## config.mk

```make
export PLATFORM = sky130hd
export DESIGN_NAME = fxu_pipe
export DESIGN_NICKNAME = d
export VERILOG_FILES = /design/src/rtl/fxu_pkg.sv /design/src/rtl/fxu_alu.sv /design/src/rtl/fxu_pipe.sv
export SDC_FILE = /design/constraint.sdc
export NUM_CORES = 1
export LEC_CHECK = 0
export CAP_MARGIN = 0
export CORE_ASPECT_RATIO = 0.6
export CORE_MARGIN = 2
export CORE_UTILIZATION = 40
export DETAILED_ROUTE_END_ITERATION = 6
export PLACE_DENSITY_LB_ADDON = 0.2
export SLEW_MARGIN = 40
export SYNTH_ARGS = -nofsm -noshare
export SYNTH_HDL_FRONTEND = slang
export SYNTH_SLANG_ARGS = --single-unit
```

## constraint.sdc

```tcl
create_clock -name clk -period 8.1 [get_ports clk]
set_input_delay 1.215 -clock clk [delete_from_list [all_inputs] [get_ports clk]]
set_output_delay 1.215 -clock clk [all_outputs]
set_load 0.02 [all_outputs]
```

## src/rtl/fxu_pkg.sv

```systemverilog
// Shared definitions for the fixed-point execution unit: opcode encoding and result flags.
package fxu_pkg;

    localparam int unsigned OPC_W = 4;

    localparam logic [OPC_W-1:0] OP_ADD  = 4'd0;
    localparam logic [OPC_W-1:0] OP_SUB  = 4'd1;
    localparam logic [OPC_W-1:0] OP_AND  = 4'd2;
    localparam logic [OPC_W-1:0] OP_OR   = 4'd3;
    localparam logic [OPC_W-1:0] OP_MOV  = 4'd4;
    localparam logic [OPC_W-1:0] OP_MOVL = 4'd5;
    localparam logic [OPC_W-1:0] OP_MOVH = 4'd6;
    localparam logic [OPC_W-1:0] OP_XOR  = 4'd7;
    localparam logic [OPC_W-1:0] OP_SHL  = 4'd8;
    localparam logic [OPC_W-1:0] OP_SHR  = 4'd9;
    localparam logic [OPC_W-1:0] OP_SRA  = 4'd10;
    localparam logic [OPC_W-1:0] OP_SLT  = 4'd11;

    typedef struct packed {
        logic carry;
        logic overflow;
        logic zero;
        logic illegal;
    } fxu_flags_t;

endpackage

```

## src/rtl/fxu_alu.sv

```systemverilog
// Combinational fixed-point ALU: opcode and operands in, result value and flags out.
module fxu_alu
    import fxu_pkg::*;
#(
    parameter int unsigned DATA_W = 16,
    parameter int unsigned IMM_W  = 8
) (
    input  logic [OPC_W-1:0]  i_opcode,
    input  logic [DATA_W-1:0] i_va,
    input  logic [DATA_W-1:0] i_vb,
    input  logic [IMM_W-1:0]  i_imm,
    output logic [DATA_W-1:0] o_value_c,
    output logic              o_carry_c,
    output logic              o_overflow_c,
    output logic              o_zero_c,
    output logic              o_illegal_c
);

    localparam int unsigned SH_W = $clog2(DATA_W);

    logic [DATA_W:0]   w_sum;
    logic [DATA_W:0]   w_diff;
    logic [SH_W-1:0]   w_shamt;
    logic              w_sign_a;
    logic              w_sign_b;

    // Extra top bit carries the add carry-out / subtract borrow.
    assign w_sum    = {1'b0, i_va} + {1'b0, i_vb};
    assign w_diff   = {1'b0, i_va} - {1'b0, i_vb};
    assign w_shamt  = i_vb[SH_W-1:0];
    assign w_sign_a = i_va[DATA_W-1];
    assign w_sign_b = i_vb[DATA_W-1];

    always_comb begin
        o_value_c    = '0;
        o_carry_c    = 1'b0;
        o_overflow_c = 1'b0;
        o_illegal_c  = 1'b0;
        case (i_opcode)
            OP_ADD: begin
                o_value_c    = w_sum[DATA_W-1:0];
                o_carry_c    = w_sum[DATA_W];
                o_overflow_c = (w_sign_a == w_sign_b) && (w_sum[DATA_W-1] != w_sign_a);
            end
            OP_SUB: begin
                o_value_c    = w_diff[DATA_W-1:0];
                o_carry_c    = w_diff[DATA_W];
                o_overflow_c = (w_sign_a != w_sign_b) && (w_diff[DATA_W-1] != w_sign_a);
            end
            OP_AND:  o_value_c = i_va & i_vb;
            OP_OR:   o_value_c = i_va | i_vb;
            OP_MOV:  o_value_c = i_va;
            OP_MOVL: o_value_c = {{(DATA_W-IMM_W){i_imm[IMM_W-1]}}, i_imm};
            OP_MOVH: o_value_c = {i_imm, i_va[DATA_W-IMM_W-1:0]};
            OP_XOR:  o_value_c = i_va ^ i_vb;
            OP_SHL:  o_value_c = i_va << w_shamt;
            OP_SHR:  o_value_c = i_va >> w_shamt;
            OP_SRA:  o_value_c = $signed(i_va) >>> w_shamt;
            OP_SLT:  o_value_c = DATA_W'($signed(i_va) < $signed(i_vb));
            default: o_illegal_c = 1'b1;
        endcase
    end

    assign o_zero_c = (o_value_c == '0);

endmodule

```

## src/rtl/fxu_pipe.sv

```systemverilog
// Two-stage fixed-point execution unit: operand register, ALU, result register,
// with valid/ready backpressure on both sides and a single-cycle flush.
module fxu_pipe
    import fxu_pkg::fxu_flags_t;
#(
    parameter int unsigned DATA_W    = 16,
    parameter int unsigned IMM_W     = 8,
    parameter int unsigned ROB_IDX_W = 4,
    parameter int unsigned OPC_W     = 4
) (
    input  logic                 clk,
    input  logic                 rst_n,
    input  logic                 in_valid,
    output logic                 in_ready,
    input  logic [OPC_W-1:0]     in_opcode,
    input  logic [ROB_IDX_W-1:0] in_index,
    input  logic [DATA_W-1:0]    in_va,
    input  logic [DATA_W-1:0]    in_vb,
    input  logic [IMM_W-1:0]     in_i,
    input  logic                 flush,
    output logic                 out_valid,
    input  logic                 out_ready,
    output logic [ROB_IDX_W-1:0] out_rob_index,
    output logic [DATA_W-1:0]    out_return_value,
    output logic                 out_carry,
    output logic                 out_overflow,
    output logic                 out_zero,
    output logic                 out_illegal
);

    logic                 r_s1_valid;
    logic [OPC_W-1:0]     r_s1_opcode;
    logic [ROB_IDX_W-1:0] r_s1_index;
    logic [DATA_W-1:0]    r_s1_va;
    logic [DATA_W-1:0]    r_s1_vb;
    logic [IMM_W-1:0]     r_s1_imm;

    logic                 r_s2_valid;
    logic [ROB_IDX_W-1:0] r_s2_index;
    logic [DATA_W-1:0]    r_s2_value;
    fxu_flags_t           r_s2_flags;

    logic                 w_s2_free;
    logic                 w_s1_adv;
    logic                 w_in_fire;
    logic [DATA_W-1:0]    w_alu_value;
    fxu_flags_t           w_alu_flags;

    assign w_s2_free = !r_s2_valid || out_ready;
    assign w_s1_adv  = r_s1_valid && w_s2_free;
    assign in_ready  = !r_s1_valid || w_s2_free;
    assign w_in_fire = in_valid && in_ready;

    fxu_alu #(
        .DATA_W (DATA_W),
        .IMM_W  (IMM_W)
    ) u_alu (
        .i_opcode     (r_s1_opcode),
        .i_va         (r_s1_va),
        .i_vb         (r_s1_vb),
        .i_imm        (r_s1_imm),
        .o_value_c    (w_alu_value),
        .o_carry_c    (w_alu_flags.carry),
        .o_overflow_c (w_alu_flags.overflow),
        .o_zero_c     (w_alu_flags.zero),
        .o_illegal_c  (w_alu_flags.illegal)
    );

    // Flush only clears valids; stale payload is harmless once invalid.
    always_ff @(posedge clk) begin
        if (!rst_n) begin
            r_s1_valid  <= 1'b0;
            r_s1_opcode <= '0;
            r_s1_index  <= '0;
            r_s1_va     <= '0;
            r_s1_vb     <= '0;
            r_s1_imm    <= '0;
            r_s2_valid  <= 1'b0;
            r_s2_index  <= '0;
            r_s2_value  <= '0;
            r_s2_flags  <= '0;
        end else if (flush) begin
            r_s1_valid <= 1'b0;
            r_s2_valid <= 1'b0;
        end else begin
            if (w_in_fire) begin
                r_s1_valid  <= 1'b1;
                r_s1_opcode <= in_opcode;
                r_s1_index  <= in_index;
                r_s1_va     <= in_va;
                r_s1_vb     <= in_vb;
                r_s1_imm    <= in_i;
            end else if (w_s1_adv) begin
                r_s1_valid <= 1'b0;
            end

            if (w_s1_adv) begin
                r_s2_valid <= 1'b1;
                r_s2_index <= r_s1_index;
                r_s2_value <= w_alu_value;
                r_s2_flags <= w_alu_flags;
            end else if (out_ready) begin
                r_s2_valid <= 1'b0;
            end
        end
    end

    assign out_valid        = r_s2_valid;
    assign out_rob_index    = r_s2_index;
    assign out_return_value = r_s2_value;
    assign out_carry        = r_s2_flags.carry;
    assign out_overflow     = r_s2_flags.overflow;
    assign out_zero         = r_s2_flags.zero;
    assign out_illegal      = r_s2_flags.illegal;

endmodule

```

==> impl_results.md <==
* Status: complete, no violations
* Max stage delay on crit path at 0.52 ns
* RSZ-0062 raised after global routing: no
* Largest net degree at the start of global routing at 63
* Postcts setup bufs at 0
* Cell mode on critical path: a211oi_1
* Die area at between 15000 and 20000 µm²
* Clock buffer depth at 2
* Post-DP Area at roughly 8100 µm²
* H-tree depth at 3
* Post-Syn Area at 7210 µm²
* Worst slew pin tran at 0.831 ns
* Leak Pwr at 3.09 nW
* CP arrival at 4.25 ns
* Area growth syn-to-layout at 16.9%
* Critical path class: reg2reg
* Synth Register Bits at 74
* Setup TNS Final at 0 ns
* First-pass GRT wire length at 41.4 mm
* Critical path data required time at 8.38 ns
* Pwr Density at between 100 and 150 nW/µm²
* Max Cap Viol at 0
* Initial antenna violation count at 0
* Grt total ovfl at 0
* Setup-failing EPs final at 0
* R2R Setup Slk at between 4 and 5 ns
* YS warnings at 0
* Nets at 1114
* Crit. End Element: flip-flop
* Relative slew slack at 44.4%
* Wire length per cell at 21.7 µm
* Row count at 37
* Ant diodes at 0
* Ys flop type: dfxtp_1
* Clock root cell: clkbuf_16
* Fin cells at 1245
* Cells after synthesis at 979
* Commonest non-fill, non-tap cell in the layout: nand2_1
* Setup ws final at approximately 4.1 ns
* Worst min-delay path class: reg2reg
* Fmax at 252 MHz
* Resized Gates After CTS at 0
* Post-synthesis sequential area ratio at about a fifth
* CP Launch Type: flip-flop
* Post-place setup slack at 4.26 ns
* CTS tree: done
* Drt drc at 0
* Worst Path Max Fanout at 43
* Initial DRC Count at 913
* Starting density of the core at around two fifths
* Hold Fails Final Rpt at 0
* Via Count at 7721
* Routed wire length at around 27 mm
* Worst path cell trace: buf_4 -> inv_1 -> ha_1 -> nand2b_1 -> a211oi_1 -> o2111a_1 -> o21ai_1 -> or2_1 -> a31oi_1 -> mux2i_1 -> a211oi_1 -> a31o_1
* Post-DP HPWL at 20.5 mm
* Top-level I/O count at 79
* Drt pass-1 iters at 5
* Core box area at between 15000 and 20000 µm²
* CTS sink cnt at 74
* Final ANT Viol Nets at 0
* Final core utilization at 48.4%
* Die width at 177 µm
* GPL Wtd Cong at 0.982
* Final min period at 3.97 ns
* Tot GR Track Use at 28.3%
* Number of synthesized flops with an enable pin at 0
* Worst VDD drop at 0.0979 mV
* Family with the most delay on the worst path: compound AO/OA/AOI/OAI gates
* Post-synthesis area per instance at 7.37 µm²
* Syn Nets at 1087
* Die H at 108 µm
* WHS at 0.454 ns
* TritonCTS buffer count at 9
* Fraction of layout cells with a size suffix above 1 at 7.02%
* Most frequent cells in the layout: 151 x nand2_1, 98 x a21oi_1, 81 x nor2_1
* Slowest cell on crit path: ha_1
* Via-to-Cell Ratio at 6.20
* Number of global-route vias before repair at 7002
* Post-synth ARST share at 0%
* Cts hold-fix bufs at 0
* Clk pin slew, worst setup/hold paths at approximately 0.060 ns
* Fin. max-slew vios at 0
* Power Total at between 1 and 1.5 mW
* Worst-skew pair later-pin latency at 0.33 ns
* Design area at 8430 µm²
* Crit path buffers/inverters at 2
* Post-synth cell types at 81
* Tcrit/Tclk final at a little under 50%
* Final Skew at 0.00825 ns
* Port buffer count at 78
* DP Cell Count at 1229
==> cells by family (layout without fill, tap and decap cells) <==
family / after synthesis / count (layout) / share of synthesized area (%)
buffers and inverters: 127 / 159 / 7.11
AND/OR/NAND/NOR: 348 / 348 / 22.4
flip-flops: 74 / 74 / 20.5
AO/OA/AOI/OAI: 305 / 305 / 28.3
adder cells (fa/ha/maj): 55 / 55 / 9.75
multiplexers: 65 / 65 / 11.2
XOR/XNOR: 5 / 5 / 0.607
==> final timing paths <==
path                   from  cells past startpoint        endpoint
max              r_s1_vb[2]                     12        out_zero
min          r_s1_opcode[1]                      2  r_s1_opcode[1]
max reg2reg      r_s1_vb[2]                     12        out_zero
min reg2reg  r_s1_opcode[1]                      2  r_s1_opcode[1]
==> power breakdown <==
group	total [mW]	internal [mW]	switching, mW
logic	0.312	0.125	0.188
clock network	0.465	0.302	0.162
registers	0.404	0.378	0.0259
==> flip-flops by register name, indices dropped and copies added, names as in the netlist <==
signal            cells
out_return_value     16
out_rob_index         4
out_illegal           1
r_s1_va              16
out_overflow          1
r_s1_opcode           4
out_zero              1
out_carry             1
out_valid             1
r_s1_imm              8
r_s1_valid            1
r_s1_vb              16
r_s1_index            4
==> cell type report <==
cell class,instances,area (µm²)
Multi-Input combinational cell,778,5220
Inverter,48,180
Clock buffer,10,229
Timing Repair Buffer,95,908
Tap cell,234,293
Sequential cell,74,1480
Fill cell,1778,8980
Clock inverter,6,115
==> synthesized netlist by cell type (15+ instances only) <==
master      n  share of area, %
ha_1       53               9.2
mux2_2     16               2.5
dfxtp_1    74                21
inv_1      46               2.4
nand2b_1   15               1.3
mux2i_1    31               4.3
nand2_1   151               7.9
o21ai_0    36               2.5
clkbuf_1   50               2.6
a21oi_1    98               6.8
nor3_1     18               1.2
a211oi_1   24               2.5
nor2_1     81               4.2
nand3_1    16               1.1
buf_2      17               1.2
==> per-layer routing <==
layer	vias to the layer above	wire (µm)	track usage (%)
met5	-	0	0
met1	3634	13300	44.1
met3	37	3470	11.1
met4	0	579	6.73
met2	425	9630	34.7
li1	3625	-	-
==> worst register-to-register path, delay by kind of cell, from the launching register on <==
kind	cells	cell delay [ns]
AO/OA/AOI/OAI	6	1.66
adder cells (fa/ha/maj)	1	0.53
buffers and inverters	2	0.83
flip-flops	1	0.31
multiplexers	1	0.11
AND/OR/NAND/NOR	2	0.48
(Power assumes the default switching activity.)
